**src/rtl/hazard_control.sv**
```systemverilog
// Pipeline hazard unit: memory-wait FSM, load-use/RAW decode stalls, jump flush, operand forwarding.
// Optional operand forwarding is enabled by defining HAZARD_FORWARD_EN.
module hazard_control (
  input  logic        clock,
  input  logic        reset_n,
  input  logic [4:0]  RsD,
  input  logic [4:0]  RtD,
  input  logic [4:0]  RsE,
  input  logic [4:0]  RtE,
  input  logic [4:0]  WriteRegE,
  input  logic [4:0]  WriteRegM,
  input  logic [4:0]  WriteRegW,
  input  logic        RegWriteE,
  input  logic        RegWriteM,
  input  logic        RegWriteW,
  input  logic        MemtoRegE,
  input  logic        MemAccessM,
  input  logic        MemReadyM,
  input  logic        JumpD,
  output logic        StallF,
  output logic        StallD,
  output logic        StallE,
  output logic        StallM,
  output logic        FlushD,
  output logic        FlushE,
  output logic [1:0]  ForwardAE,
  output logic [1:0]  ForwardBE,
  output logic [31:0] StallCount,
  output logic        MemTimeout
);

  localparam logic [1:0] RUN      = 2'd0;
  localparam logic [1:0] MEM_WAIT = 2'd1;
  localparam logic [1:0] ERROR    = 2'd2;

  logic [1:0] state;
  logic [7:0] waitCount;
  logic       memStall;
  logic       decodeStall;
  logic [1:0] fwdA;
  logic [1:0] fwdB;

  // Register 0 is hardwired, so a write to it never creates a dependency.
  function automatic logic regMatch(input logic we, input logic [4:0] dst, input logic [4:0] src);
    return we && (dst == src) && (src != 5'd0);
  endfunction

  always_comb begin
    memStall = (state == ERROR) || (MemAccessM && !MemReadyM);
    MemTimeout = (state == ERROR);
  end

`ifdef HAZARD_FORWARD_EN
  always_comb begin
    decodeStall = MemtoRegE && (regMatch(RegWriteE, WriteRegE, RsD) ||
                                regMatch(RegWriteE, WriteRegE, RtD));
    fwdA = regMatch(RegWriteM, WriteRegM, RsE) ? 2'b10 :
           regMatch(RegWriteW, WriteRegW, RsE) ? 2'b01 : 2'b00;
    fwdB = regMatch(RegWriteM, WriteRegM, RtE) ? 2'b10 :
           regMatch(RegWriteW, WriteRegW, RtE) ? 2'b01 : 2'b00;
  end
`else
  logic unusedFwdInputs;
  // Without bypass paths every in-flight E/M writer must retire first; W writes complete in time.
  always_comb begin
    decodeStall = regMatch(RegWriteE, WriteRegE, RsD) || regMatch(RegWriteE, WriteRegE, RtD) ||
                  regMatch(RegWriteM, WriteRegM, RsD) || regMatch(RegWriteM, WriteRegM, RtD);
    fwdA = 2'b00;
    fwdB = 2'b00;
    unusedFwdInputs = ^{RsE, RtE, WriteRegW, RegWriteW, MemtoRegE};
  end
`endif

  always_comb begin
    StallF    = 1'b0;
    StallD    = 1'b0;
    StallE    = 1'b0;
    StallM    = 1'b0;
    FlushD    = 1'b0;
    FlushE    = 1'b1;
    ForwardAE = 2'b00;
    ForwardBE = 2'b00;
    if (reset_n) begin
      ForwardAE = fwdA;
      ForwardBE = fwdB;
      if (memStall) begin
        StallF = 1'b1;
        StallD = 1'b1;
        StallE = 1'b1;
        StallM = 1'b1;
      end else if (decodeStall) begin
        StallF = 1'b1;
        StallD = 1'b1;
        FlushE = 1'b0;
      end else begin
        FlushD = JumpD;
      end
    end
  end

  always_ff @(posedge clock or negedge reset_n) begin
    if (!reset_n) begin
      state      <= RUN;
      waitCount  <= '0;
      StallCount <= '0;
    end else begin
      if (StallF && (StallCount != '1)) StallCount <= StallCount + 32'd1;
      case (state)
        RUN: begin
          if (memStall) begin
            state     <= MEM_WAIT;
            waitCount <= '0;
          end
        end
        MEM_WAIT: begin
          if (MemReadyM) state <= RUN;
          else if (waitCount == 8'hFF) state <= ERROR;
          else waitCount <= waitCount + 8'd1;
        end
        ERROR:   state <= ERROR;
        default: state <= RUN;
      endcase
    end
  end

endmodule

```
**config.mk**
```make
export PLATFORM = sky130hd
export DESIGN_NAME = hazard_control
export DESIGN_NICKNAME = d
export VERILOG_FILES = /design/src/rtl/hazard_control.sv
export SDC_FILE = /design/constraint.sdc
export NUM_CORES = 1
export LEC_CHECK = 0
export ABC_CLOCK_PERIOD_IN_PS = 2800
export BUFFER_PORTS_ARGS = -buffer_cell sky130_fd_sc_hd__buf_2
export CORE_UTILIZATION = 50
export CTS_CLUSTER_SIZE = 20
export DETAILED_ROUTE_END_ITERATION = 10
export PLACE_DENSITY_LB_ADDON = 0.08
export SLEW_MARGIN = 20
export SYNTH_ARGS = -nofsm -noshare
export SYNTH_HDL_FRONTEND = slang
export SYNTH_SLANG_ARGS = --single-unit
```
**constraint.sdc**
```tcl
create_clock -name clock -period 2.8 [get_ports clock]
set_input_delay 0.14 -clock clock [delete_from_list [all_inputs] [get_ports clock]]
set_output_delay 0.14 -clock clock [all_outputs]
set_load 0.05 [all_outputs]
```
---- Word level (Yosys, flattened, before mapping) ----
Index checks and enable logic that the tools add are counted.
operators by class
  add/sub/neg operators ................... 2
  multipliers ............................. 0
  divide/modulo/power cells ............... 0
  $lt $le $gt $ge ......................... 0
  eq/ne operators ......................... 12
  shift-type cells ........................ 0
  multiplexer cells ....................... 19
  bitwise gates (word level) .............. 0
  reduce and logical (&&, ||, !) cells .... 21
operators by type and width
  cell                                                                    number
  32-bit by 1-bit adder with 32-bit output (second input constant)        1
  32-bit != test (second input constant)                                  1
  8-bit two-way mux                                                       3
  5-bit equality test                                                     4
  8-bit case mux with 2 select lines                                      1
  1-bit two-way mux                                                       11
  1-bit logical AND                                                       10
  5-bit nonzero test                                                      2
  8-bit by 1-bit adder with 8-bit output (second input constant)          1
  8-bit equality test (second input constant)                             1
  2-bit two-way mux                                                       3
  2-bit != test (second input constant)                                   3
  2-bit case mux with 3 select lines                                      1
  1-bit logical OR                                                        4
  4-bit AND reduction                                                     1
  3-bit != test (second input constant)                                   1
  2-bit by 1-bit equality test with 1-bit output (second input constant)  1
  2-bit equality test (second input constant)                             1
  2-bit zero test                                                         1
  2-bit AND reduction                                                     1
  2-bit nonzero test                                                      1
  1-bit zero test                                                         1
word-level totals
  register bits after elaboration ......... 42
  bits in latches ......................... 0
  bits in writable memories ............... 0
  ROM bits ................................ 0
  bits of input ports ..................... 44
  output and inout bits ................... 43
  logic and storage cells ................. 57
  memories ................................ 0

---- Logic depth before layout (Yosys ltp) ----
Gate-level depths: netlist (run 1).
  depth after elaboration ................. 10
  depth in mapped cells ................... 9

---- Least setup slack after synthesis (run 1) ----
Ideal clock, no wire load.
  kind .................................... register to output
  from .................................... reg state[0]
  to ...................................... out StallM
  data arrival time ....................... 2,561 ps
  path slack .............................. 99 ps
  cell stages (with the launch flop) ...... 5
  path buffers ............................ 1
  cells stage by stage .................... dfrtp_1 -> nor2b_1 -> and2b_1 -> nor2b_1 -> buf_4
between the ends
  longest elaborated chain between the ends .. 4
ends and longest elaborated chain
  element                 RTL line  source
  start, declared         36        logic [1:0] state;
  start signal, assigned  103       state <= RUN;
  start signal, assigned  111       state <= MEM_WAIT;
  start signal, assigned  116       if (MemReadyM) state <= RUN;
  2-bit equality test     --
  via MemTimeout          29        output logic MemTimeout
  1-bit logical OR        49        memStall = (state == ERROR) || (MemAccessM && !MemReadyM);
  1-bit two-way mux       86        if (memStall) begin
  1-bit two-way mux       83        if (reset_n) begin
  end, declared           23        output logic StallM,
The timed path passes the listed nets, and every way through them passes these cells.

---- Worst setup path after layout (run 1) ----
  from .................................... reg StallCount[0]
  to ...................................... reg StallCount[20]
between the ends
  longest elaborated chain between the ends .. 2
  elaborated cells between the ends (all ways) .. 3
ends and longest elaborated chain
  element                                                                                           RTL line  source
  start, declared                                                                                   28        output logic [31:0] StallCount,
  start signal, assigned                                                                            107       if (StallF && (StallCount != '1)) StallCount <= StallCount + 32'd1;
  parallel branches: the longest is 2 deep, another holds 32-bit by 1-bit adder with 32-bit output  --
Parallel ways; which one is timed is not known.
A chain may end at the register's enable or synchronous reset.

==> results of run 1 <==
cells in the mapped netlist (all sizes together):
library cell,count,share of area [%]
and2,4,1.0
nor2b,4,1.0
xor2,15,5.5
conb,1,0.16
mux2,1,0.47
and4,4,1.5
and3,8,2.1
a41o,1,0.42
xnor2,42,15
dfrtp,42,44
nor4,5,1.9
ha,2,1.0
buf,9,3.0
o21ai,2,0.42
o31ai,1,0.31
nand3b,3,0.94
nor3,1,0.21
inv,2,0.31
nand2b,3,0.78
nand4,19,6.0
mux2i,1,0.42
a21oi,1,0.68
clkbuf,1,0.16
nand3,16,5.0
nor2,12,2.0
nor4b,1,0.99
nand2,17,2.7
nor3b,3,1.1
or4,2,0.62
and2b,1,0.31
power by group through the flow:
stage                     registers, mW  logic, mW  clock network, mW
after floorplan                   0.825      0.155                  0
after global placement            0.707      0.368                  0
after detailed placement          0.710      0.374                  0
after CTS                         0.699      0.375              0.482
after global routing              0.706      0.401              0.503
final                             0.698      0.371              0.468
critical path, delay by kind of cell (launching register included):
kind            cells  cell delay (ns)
compound gates      2             0.86
xor+xnor            1             0.16
fa+ha+maj           1             0.21
flops               1             0.42
simple gates        4             0.83
sequential cells by signal (all words and copies together), names as in the netlist:
| name | flops |
|---|---|
| StallCount | 32 |
| state | 2 |
| waitCount | 8 |
final timing paths:
| path | endpoint | cells after the start | slack, ns |
|---|---|---|---|
| min in group asynchronous | waitCount[6]$_DFFE_PN0P_ | 3 | 0.51 |
| max in group asynchronous | StallCount[25]$_DFFE_PN0P_ | 3 | 1.90 |
| setup reg to reg | StallCount[20]$_DFFE_PN0P_ | 8 | 0.24 |
| setup / recovery | StallCount[20]$_DFFE_PN0P_ | 8 | 0.24 |
| hold / removal | waitCount[0]$_DFFE_PN0P_ | 4 | 0.24 |
| hold reg to reg | StallCount[6]$_DFFE_PN0P_ | 1 | 0.49 |
area by class of cell:
cell class	count	share of cell area, %
timing repair buffer	69	12.47
clock inverter	1	1.047
inverter	2	0.2617
sequential	42	36.63
multi-input combinational	173	44.66
tap	52	2.268
clock buffer	7	2.660
cells by family (layout without fill, tap and decap cells):
family                     count (synthesis)  count (layout)  synth area share [%]
and+or+nand+nor                          103             103                 28.15
xor gates and xnor gates                  57              57                 20.76
DFF                                       42              42                 43.70
buffers and inverters                     12              79                 3.486
AOI/OAI and AO/OA                          5               5                 1.821
adders and majority gates                  2               2                 1.040
muxes                                      2               2                0.8845
other                                      1               4                0.1559
repair_timing:
item | in CTS | in global routing
hold buffers | 1 | 0
endpoints found under the hold margin | 42 | 0
resized for setup | 0 | 0
metrics by stage:
stage               cell area [µm²]  worst slack (ns)  utilization [%]
finish                         2869            0.2380            64.12
floorplan                      2416           0.09910                -
global route                   2869           0.04734            64.12
detailed placement             2753            0.2509            61.52
CTS                            2869            0.2149            64.12
global placement               2753            0.2454            61.52
layer usage:
metal,GRT usage (%),up-vias,share of wire (%)
met1,25.67,860,47
li1,-,908,-
met4,3.333,0,0.62
met2,33.33,45,47
met5,0,-,0
met3,4.219,4,4.6
==> reports/qor.yml, run 1 <==
grt:
  grt_pass1_vias: 1731
  grt_use_total_pct: 19.41
  grt.overflow.total: 0
  grt_pass1_wl_um: 7914
  antenna_found_initial: 0
  grt_max_degree: 51
power_and_ir_drop:
  ir_worst_vdd_uv: 550.9
  p_comb_share_pct: 24.1
  powerDensity_nw_per_um2: 535.9
  fin_total_pwr_mw: 1.537
  switching_power_mw: 0.5102
  clock_power_share_pct: 30.5
  p_leak_nw: 1.403
  sw_frac_of_total_pct: 33.19
  p_int_mw: 1.027
  seqPwrFrac_pct: 45.4
synth:
  synth_seq_cells: 42
  synth_area_um2: 2405
  syn_area_per_cell_um2: 10.74
  syn_inst: 224
  seq_area_frac_synth_pct: 43.70
  synth_warnings: 0
  synth_cell_type_count: 37
sta:
  worst_hold_slack_ns: 0.2410
  fmax_mhz: 390.3
  finalSetupTns_ns: 0
  slew_headroom_pct: 40.45
  worst_slew_pin_slew_ns: 0.8913
  finalCritPeriodShare_pct: 91.50
  rsz0062_at_grt: "no"
  fin_crit_ns: 2.562
  finalHoldViolCount: 0
  fin_skew_ns: 0.01313
  finalSetupViolCount: 0
  slew_violations: 0
place:
  place_inst: 337
  dp_hpwl_um: 3403
  gp_congestion: 0.8632
  io_buffers: 65
critical_path:
  crit_arrival_ns: 2.78
  worstSetupPathType: "reg2reg"
  cp_max_fo: 28
  crit_path_end_kind: "flip-flop"
  cp.required_ns: 3.01
  crit_start: "StallCount[0]$_DFFE_PN0P_"
  worst_path_largest_cell_delay_ns: 0.71
  slowest_stage: "a21oi_4"
  worstSetupStartpointType: "flip-flop"
  path_cells: "ha_1 -> and2_1 -> nor3b_2 -> nand4_1 -> o21ai_0 -> a21oi_4 -> nor3b_1 -> xor2_1"
  reg2reg_from: "StallCount[0]$_DFFE_PN0P_"
clock_tree:
  htree_num_levels: 2
  clock-sinks: 42
  clk_pin_slew_ns: 0.08
  clockBufferDepth: 2
  insertion_delay_ns: 0.29
  cts_setup_buffers: 0
  root_buffer: "clkbuf_8"
  cts_tree: "yes"
  cts_buffers: 5
final_layout:
  diodes: 0
  final_cell_mix: "buf_2 (65), dfrtp_1 (42), xnor2_1 (42)"
  seq_area_um2: 1051
  area_growth_pct: 19.30
  drive_gt1_share_pct: 31.29
  final_common_cell: "buf_2"
  multiInputGateArea_um2: 1281
  final_cell_count_no_fill: 346
  fillers: 390
  nets: 339
floorplan:
  start_util_pct: 53.75
  rows: 24
  die_area_um2: 5091
  io_pins: 87
  dieHeight_um: 71.35
  fp.dieW_um: 71.35
  core_area_um2: 4474
detailed_routing:
  drt_pass1_iterations: 7
  drt_iter0_drc: 53
  viasPerCell: 5.251
  routed_wl_um: 4710
  wire_per_inst_um: 13.61
  vias: 1817
  drc: 6
  postRouteAntennaNets: 0
min_path:
  hold_class: "in2reg"
  hp-start: "MemReadyM"
flow_run:
  max-cap-violations: 0
run_status:
  violations: "DRC"
  outcome: "complete, but fails checks"
No activity file was read; power rests on OpenSTA's default activity.
==> inputs of run 2 (changes only) <==
- CORE_UTILIZATION: 50 -> 51
- CTS_BUF_LIST: unset -> sky130_fd_sc_hd__clkbuf_8
==> run 2 against run 1 <==
Against the previous run:
- the run still ends with DRC left
- sequential share of layout area rose by 0.080 points
- die area fell by 1.9%
- critical path depth stayed put
- non-clock buffer count increased by 1
- clock skew is 0.0067 ns lower
- cell area fell by 0.22%
- utilization increased by 0.29 points
- sequential cell count stayed put
- combinational power about the same
- routed wire length shrank 3.2%
- worst hold slack lost 0.018 ns
- critical path type unchanged
- largest power group unchanged
- highest routed layer unchanged
==> reports/qor.yml, run 2 (same netlist as run 1, synthesis figures left out) <==
final_layout:
  seq_area_um2: 1051  # unchanged
  area_growth_pct: 19.04  # was 19.30%
  final_cell_mix: "buf_2 (65), dfrtp_1 (42), xnor2_1 (42)"  # unchanged
  diodes: 0  # unchanged
  multiInputGateArea_um2: 1281  # unchanged
  largest_reg_flops: 32  # unchanged
  max_flop_register: "StallCount"  # unchanged
  drive_gt1_share_pct: 32.20  # was 31.29%
  final_cell_count_no_fill: 347  # was 346
  final_common_cell: "buf_2"  # unchanged
  nets: 340  # was 339
  reg_top3: "StallCount x32, waitCount x8, state x2"  # unchanged
  fillers: 383  # was 390
detailed_routing:
  viasPerCell: 5.259  # was 5.251
  drc: 14  # was 6
  drt_iter0_drc: 92  # was 53
  wire_per_inst_um: 13.14  # was 13.61 µm
  vias: 1825  # was 1817
  postRouteAntennaNets: 0  # unchanged
  routed_wl_um: 4560  # was 4710 µm
  drt_pass1_iterations: 7  # unchanged
place:
  io_buffers: 65  # unchanged
  dp_hpwl_um: 3340  # was 3403 µm
  gp_congestion: 0.8701  # was 0.8632
  place_inst: 338  # was 337
clock_tree:
  root_buffer: "clkbuf_8"  # unchanged
  cts_buffers: 5  # unchanged
  insertion_delay_ns: 0.30  # was 0.29 ns
  cts-resized-gates: 0  # unchanged
  clockBufferDepth: 2  # unchanged
  cts_tree: "yes"  # unchanged
  clk_pin_slew_ns: 0.09  # was 0.08 ns
  holdBufCountCts: 1  # unchanged
  htree_num_levels: 2  # unchanged
  cts_setup_buffers: 0  # unchanged
  clock-sinks: 42  # unchanged
grt:
  grt_use_total_pct: 19.84  # was 19.41%
  grt.overflow.total: 0  # unchanged
  grt_pass1_wl_um: 7817  # was 7914 µm
  antenna_found_initial: 0  # unchanged
  grt_pass1_vias: 1701  # was 1731
  grt_max_degree: 51  # unchanged
sta:
  slew_headroom_pct: 40.75  # was 40.45%
  worst_hold_slack_ns: 0.2230  # was 0.2410 ns
  rsz0062_at_grt: "no"  # unchanged
  slew_violations: 0  # unchanged
  fin_crit_ns: 2.538  # was 2.562 ns
  finalCritPeriodShare_pct: 90.63  # was 91.50%
  fin_skew_ns: 0.006417  # was 0.01313 ns
  worst_slew_pin_slew_ns: 0.8868  # was 0.8913 ns
  finalSetupViolCount: 0  # unchanged
  fmax_mhz: 394.1  # was 390.3 MHz
  finalHoldViolCount: 0  # unchanged
  finalSetupTns_ns: 0  # unchanged
min_path:
  hp-start: "MemReadyM"  # unchanged
  hold_class: "in2reg"  # unchanged
critical_path:
  path_cells: "ha_1 -> and2_1 -> nor3b_2 -> nand4_1 -> o21ai_0 -> a21oi_4 -> nor3b_1 -> xor2_1"  # unchanged
  worstSetupPathType: "reg2reg"  # unchanged
  reg2reg_from: "StallCount[0]$_DFFE_PN0P_"  # unchanged
  crit_start: "StallCount[0]$_DFFE_PN0P_"  # unchanged
  crit_arrival_ns: 2.76  # was 2.78 ns
  cp.required_ns: 3.03  # was 3.01 ns
  cp_max_fo: 28  # unchanged
  worst_path_largest_cell_delay_ns: 0.71  # about the same
  worstSetupStartpointType: "flip-flop"  # unchanged
  crit_path_end_kind: "flip-flop"  # unchanged
  slowest_stage: "a21oi_4"  # unchanged
run_status:
  violations: "DRC"  # unchanged
  outcome: "complete, but fails checks"  # unchanged
floorplan:
  fp.dieW_um: 70.67  # was 71.35 µm
  start_util_pct: 54.11  # was 53.75%
  io_pins: 87  # unchanged
  dieHeight_um: 70.67  # was 71.35 µm
  rows: 24  # unchanged
  die_area_um2: 4994  # was 5091 µm²
  core_area_um2: 4444  # was 4474 µm²
power_and_ir_drop:
  ir_worst_vdd_uv: 472.6  # was 550.9 µV
  p_leak_nw: 1.397  # was 1.403 nW
  powerDensity_nw_per_um2: 515.2  # was 535.9 nW/µm²
flow_run:
  max-cap-violations: 0  # unchanged
[run 2: cell types whose count changed in the layout (fill, tap and decap cells not counted)]
cell        before  now
inv_6            0    1
clkbuf_1         2    0
clkinvlp_4       0    2
buf_4            3    4
bufinv_16        1    0
[run 2: final timing paths]
check	slack, ns	depth (start not counted)	endpoint
worst max-delay path	0.26	8	StallCount[20]$_DFFE_PN0P_
worst min register to register	0.49	1	StallCount[26]$_DFFE_PN0P_
worst max register to register	0.26	8	StallCount[20]$_DFFE_PN0P_
worst min-delay path	0.22	4	waitCount[0]$_DFFE_PN0P_
max in group asynchronous	1.92	3	StallCount[16]$_DFFE_PN0P_
min in group asynchronous	0.49	3	StallCount[12]$_DFFE_PN0P_
[run 2: final cells by class]
class | count | share of cell area, %
Multi-Input combinational cell | 173 | 44.76
Sequential cell | 42 | 36.71
Timing Repair Buffer | 70 | 12.76
Clock buffer | 5 | 2.404
Tap cell | 52 | 2.273
Clock inverter | 3 | 0.8304
Inverter | 2 | 0.2622
[run 2: stage by stage]
step	cell area, µm²	util (%)	worst slack [ns]	power (mW)
global route	2863	64.41	0.04797	1.541
detailed placement	2760	62.11	0.2464	1.080
global placement	2760	62.11	0.2791	1.075
floorplan	2416	-	0.09910	0.9801
finish	2863	64.41	0.2624	1.475
CTS	2863	64.41	0.2316	1.489
[run 2: power breakdown]
part	internal, mW	switching, mW	leakage, nW
registers	0.648	0.0483	0.576
logic	0.112	0.258	0.780
clock network	0.178	0.230	0.0408
total	0.939	0.536	1.40
[run 2: per-layer routing]
layer	up-vias	routed length (µm)	track usage (%)
li1	903	-	-
met1	870	2160	25.47
met2	46	2131	33.23
met3	6	212	4.843
met4	0	56	6.667
met5	-	0	0
[run 2: critical path: cells and delay by family, from the launching register on]
kind | cells | cell delay [ns]
AO/OA/AOI/OAI | 2 | 0.85
flip-flops | 1 | 0.42
adder cells (fa/ha/maj) | 1 | 0.22
XOR/XNOR | 1 | 0.17
AND/OR/NAND/NOR | 4 | 0.81
==> inputs of run 3 (changes only) <==
- ABC_AREA: unset -> 1
- CORE_UTILIZATION: 51 -> 54
==> run 3 against run 2 <==
Against the previous run:
- the run now ends clean
- sequential cell count unchanged
- non-clock buffer count unchanged
- worst setup slack better by 0.38 ns
- combinational power grew 16%
- clock-buffer cell count unchanged
- power up 18%
- die area rose by 26%
- critical path depth rose by 1
==> reports/qor.yml, run 3 <==
grt:
  grt_max_degree: 34  # was 51
  grtUsageMet1_pct: 34.05  # was 25.47%
  grt.overflow.total: 0  # unchanged
  grt_pass1_wl_um: 13810  # was 7817 µm
  grt_use_met3_pct: 5.172  # was 4.843%
  grt_use_total_pct: 27.67  # was 19.84%
  met2_usage_pct: 47.59  # was 33.23%
  antenna_found_initial: 0  # unchanged
  busiest_layer: "met2"  # unchanged
  grt_pass1_vias: 3168  # was 1701
power_and_ir_drop:
  seqPwrFrac_pct: 41.4  # was 47.2%
  powerDensity_nw_per_um2: 466.6  # was 515.2 nW/µm²
  p_int_mw: 1.128  # was 0.9385 mW
  p_leak_nw: 2.075  # was 1.397 nW
  switching_power_mw: 0.6098  # was 0.5365 mW
  p_comb_share_pct: 24.8  # was 25.1%
  sw_frac_of_total_pct: 35.09  # was 36.37%
  ir_worst_vdd_uv: 464.4  # was 472.6 µV
  clock_power_share_pct: 33.8  # was 27.7%
  fin_total_pwr_mw: 1.738  # was 1.475 mW
clock_tree:
  cts_tree: "yes"  # unchanged
  clk_pin_slew_ns: 0.09  # about the same
  insertion_delay_ns: 0.30  # about the same
  htree_num_levels: 2  # unchanged
  cts_buffers: 5  # unchanged
  cts-resized-gates: 0  # unchanged
  root_buffer: "clkbuf_8"  # unchanged
  clockBufferDepth: 2  # unchanged
  clock-sinks: 42  # unchanged
detailed_routing:
  drt_iter0_drc: 148  # was 92
  viasPerCell: 5.311  # was 5.259
  routed_wl_um: 8069  # was 4560 µm
  wire_per_inst_um: 12.38  # was 13.14 µm
  drc: 0  # was 14
  drt_pass1_iterations: 5  # was 7
  vias: 3463  # was 1825
  postRouteAntennaNets: 0  # unchanged
place:
  io_buffers: 65  # unchanged
  dp_hpwl_um: 6118  # was 3340 µm
  gp_congestion: 0.9195  # was 0.8701
synth:
  synth_top_area_cell: "dfrtp_1"  # unchanged
  synth.area.top_cells: "dfrtp_1 (33%), nand2_1 (25%), nand4_1 (7.6%)"  # was dfrtp_1 (44%), xnor2_1 (15%), xor2_1 (5.5%)
  seq_area_frac_synth_pct: 32.55  # was 43.70%
  syn_inst: 518  # was 224
  synth_compound_area_share_pct: 1.898  # was 1.821%
  synth-main-ff-cell: "dfrtp_1"  # unchanged
  yosys-top-cells-count: "nand2_1 (216), nor2_1 (61), dfrtp_1 (42)"  # was dfrtp_1 (42), xnor2_1 (42), nand2_1 (17)
  async_flop_share_pct: 100.0  # unchanged
  synth_top_family_by_area: "simple AND/OR/NAND/NOR gates"  # unchanged
  synth_area_um2: 3229  # was 2405 µm²
  synth_warnings: 0  # unchanged
  syn_area_per_cell_um2: 6.234  # was 10.74 µm²
  yosysTopAreaCellShare_pct: 32.55  # was 43.70%
  synthAdderAreaFrac_pct: 0.7749  # was 1.041%
  synth_mux_area_share_pct: 0  # was 0.8845%
  synth_cell_type_count: 31  # was 37
  synth_edf_count: 0  # unchanged
  synth_most_common_cell: "nand2_1"
  synthSimpleGateAreaFrac_pct: 50.52  # was 28.15%
  synth_seq_cells: 42  # unchanged
  synth_xor_xnor_area_share_pct: 4.611  # was 20.76%
min_path:
  min_to: "state[1]$_DFFE_PN0P_"  # was waitCount[0]$_DFFE_PN0P_
  hold_class: "in2reg"  # unchanged
  min_path_cells: 2  # was 4
  hp-start: "MemReadyM"  # unchanged
critical_path:
  timing.rr.end: "StallCount[11]$_DFFE_PN0P_"  # was StallCount[20]$_DFFE_PN0P_
  path_cells: "ha_1 -> inv_2 -> nor2_4 -> nand3b_2 -> nor3_2 -> nand4_2 -> nand3_2 -> nand2_1 -> nand2_1"  # was ha_1 -> and2_1 -> nor3b_2 -> nand4_1 -> o21ai_0 -> a21oi_4 -> nor3b_1 -> xor2_1
  worstSetupStartpointType: "flip-flop"  # unchanged
  path_delay_family: "simple AND/OR/NAND/NOR gates"  # was compound AO/OA/AOI/OAI gates
  rr_worst_depth: 9  # was 8
  cp.required_ns: 3.04  # was 3.03 ns
  cp_num_buf_inv: 1  # was 0
  cp_max_fo: 31  # was 28
  crit_path_end_kind: "flip-flop"  # unchanged
  worst_path_largest_cell_delay_ns: 0.49  # was 0.71 ns
  crit_top_cell: "nand2_1"
  crit_arrival_ns: 2.40  # was 2.76 ns
  reg2reg_slack_ns: 0.64  # was 0.26 ns
  slowest_stage: "dfrtp_1"  # was a21oi_4
  worstSetupPathType: "reg2reg"  # unchanged
  reg2reg_from: "StallCount[0]$_DFFE_PN0P_"  # unchanged
final_layout:
  final_cell_mix: "nand2_1 (216), buf_2 (65), nor2_1 (61)"  # was buf_2 (65), dfrtp_1 (42), xnor2_1 (42)
  final_common_cell: "nand2_1"  # was buf_2
  diodes: 0  # unchanged
  nets: 625  # was 340
  reg_top3: "StallCount x32, waitCount x8, state x2"  # unchanged
  max_flop_register: "StallCount"  # unchanged
  largest_reg_flops: 32  # unchanged
  drive_gt1_share_pct: 17.07  # was 32.20%
  area_growth_pct: 15.34  # was 19.04%
sta:
  fin_skew_ns: 0.006960  # was 0.006417 ns
  fin_crit_ns: 2.156  # was 2.538 ns
  finalCritPeriodShare_pct: 76.98  # was 90.63%
  slew_headroom_pct: 57.90  # was 40.75%
  fmax_mhz: 463.9  # was 394.1 MHz
  finalSetupViolCount: 0  # unchanged
  slew_violations: 0  # unchanged
  finalSetupTns_ns: 0  # unchanged
  rsz0062_at_grt: "no"  # unchanged
  worst_slew_pin_slew_ns: 0.6308  # was 0.8868 ns
  finalHoldViolCount: 0  # unchanged
floorplan:
  core_area_um2: 5642  # was 4444 µm²
  fp.dieW_um: 79.33  # was 70.67 µm
  io_pins: 87  # unchanged
  start_util_pct: 57.24  # was 54.11%
  rows: 27  # was 24
  die_area_um2: 6293  # was 4994 µm²
  dieHeight_um: 79.33  # was 70.67 µm
run_status:
  outcome: "completed"  # was complete, but fails checks
flow_run:
  max-cap-violations: 0  # unchanged
## run 3: cell types whose count changed after synthesis, moves of 5 or more
cell	change
a21oi_1	+5
and3_1	-6
inv_1	+38
inv_2	+13
nand2_1	+199
nand3_1	+14
nand3_2	-6
nand4_1	+24
nor2_1	+50
nor3_1	+16
xnor2_1	-39
## run 3: stage by stage
stage	utilization [%]	instances	worst slack (ns)	area [µm²]	hold WS (ns)
global route	66.02	652	0.3854	3725	0.06045
detailed placement	63.41	643	0.6436	3577	0.1792
global placement	63.41	643	0.6819	3577	0.1705
finish	66.02	652	0.6445	3725	0.05139
floorplan	-	521	0.1380	3241	-0.1556
CTS	66.02	652	0.6133	3725	0.05080
## run 3: area by class of cell
| type | count | area, µm² |
|---|---|---|
| multi-input combinational | 407 | 1882 |
| sequential | 42 | 1051 |
| clock inverter | 3 | 68.82 |
| clock buffer | 5 | 68.82 |
| fill | 525 | 1917 |
| inverter | 53 | 198.9 |
| timing repair buffer | 70 | 365.4 |
| tap | 72 | 90.09 |
## run 3: logic make-up (layout without fill, tap and decap cells)
group / count (synthesis) / count (layout)
simple gates: 373 / 373
flops: 42 / 42
other cells: 1 / 4
fa+ha+maj: 2 / 2
compound gates: 11 / 11
buf+inv: 72 / 131
xor+xnor: 17 / 17
## run 3: what timing repair did
action / 4_1_cts / 5_1_grt
buffers inserted: 0 / 0
hold buffers: 1 / 0
endpoints found under the hold margin: 16 / 0
## run 3: power groups by stage
stage / sequential [mW] / combinational [mW] / clock (mW)
final: 0.720 / 0.431 / 0.587
after global routing: 0.728 / 0.481 / 0.621
after CTS: 0.720 / 0.434 / 0.594
after detailed placement: 0.731 / 0.433 / 0
after global placement: 0.728 / 0.421 / 0
after floorplan: 0.818 / 0.226 / 0
## run 3: metal layers
metal	share of wire (%)	wire length, µm	vias up
met4	2.2	176	0
met1	45	3640	1583
met3	4.5	367	16
met5	0	0	-
met2	48	3885	92
li1	-	-	1772
## run 3: worst max path at each step
| stage | to | cells after the start | startpoint | slack (ns) |
|---|---|---|---|---|
| floorplan | StallF | 6 | state[0]$_DFFE_PN0P_ | 0.14 |
| CTS | StallCount[6]$_DFFE_PN0P_ | 9 | StallCount[0]$_DFFE_PN0P_ | 0.61 |
| detailed placement | StallCount[11]$_DFFE_PN0P_ | 9 | StallCount[0]$_DFFE_PN0P_ | 0.64 |
| global placement | StallCount[23]$_DFFE_PN0P_ | 9 | StallCount[0]$_DFFE_PN0P_ | 0.68 |
| finish | StallCount[11]$_DFFE_PN0P_ | 9 | StallCount[0]$_DFFE_PN0P_ | 0.64 |
| global route | StallCount[17]$_DFFE_PN0P_ | 9 | StallCount[0]$_DFFE_PN0P_ | 0.39 |
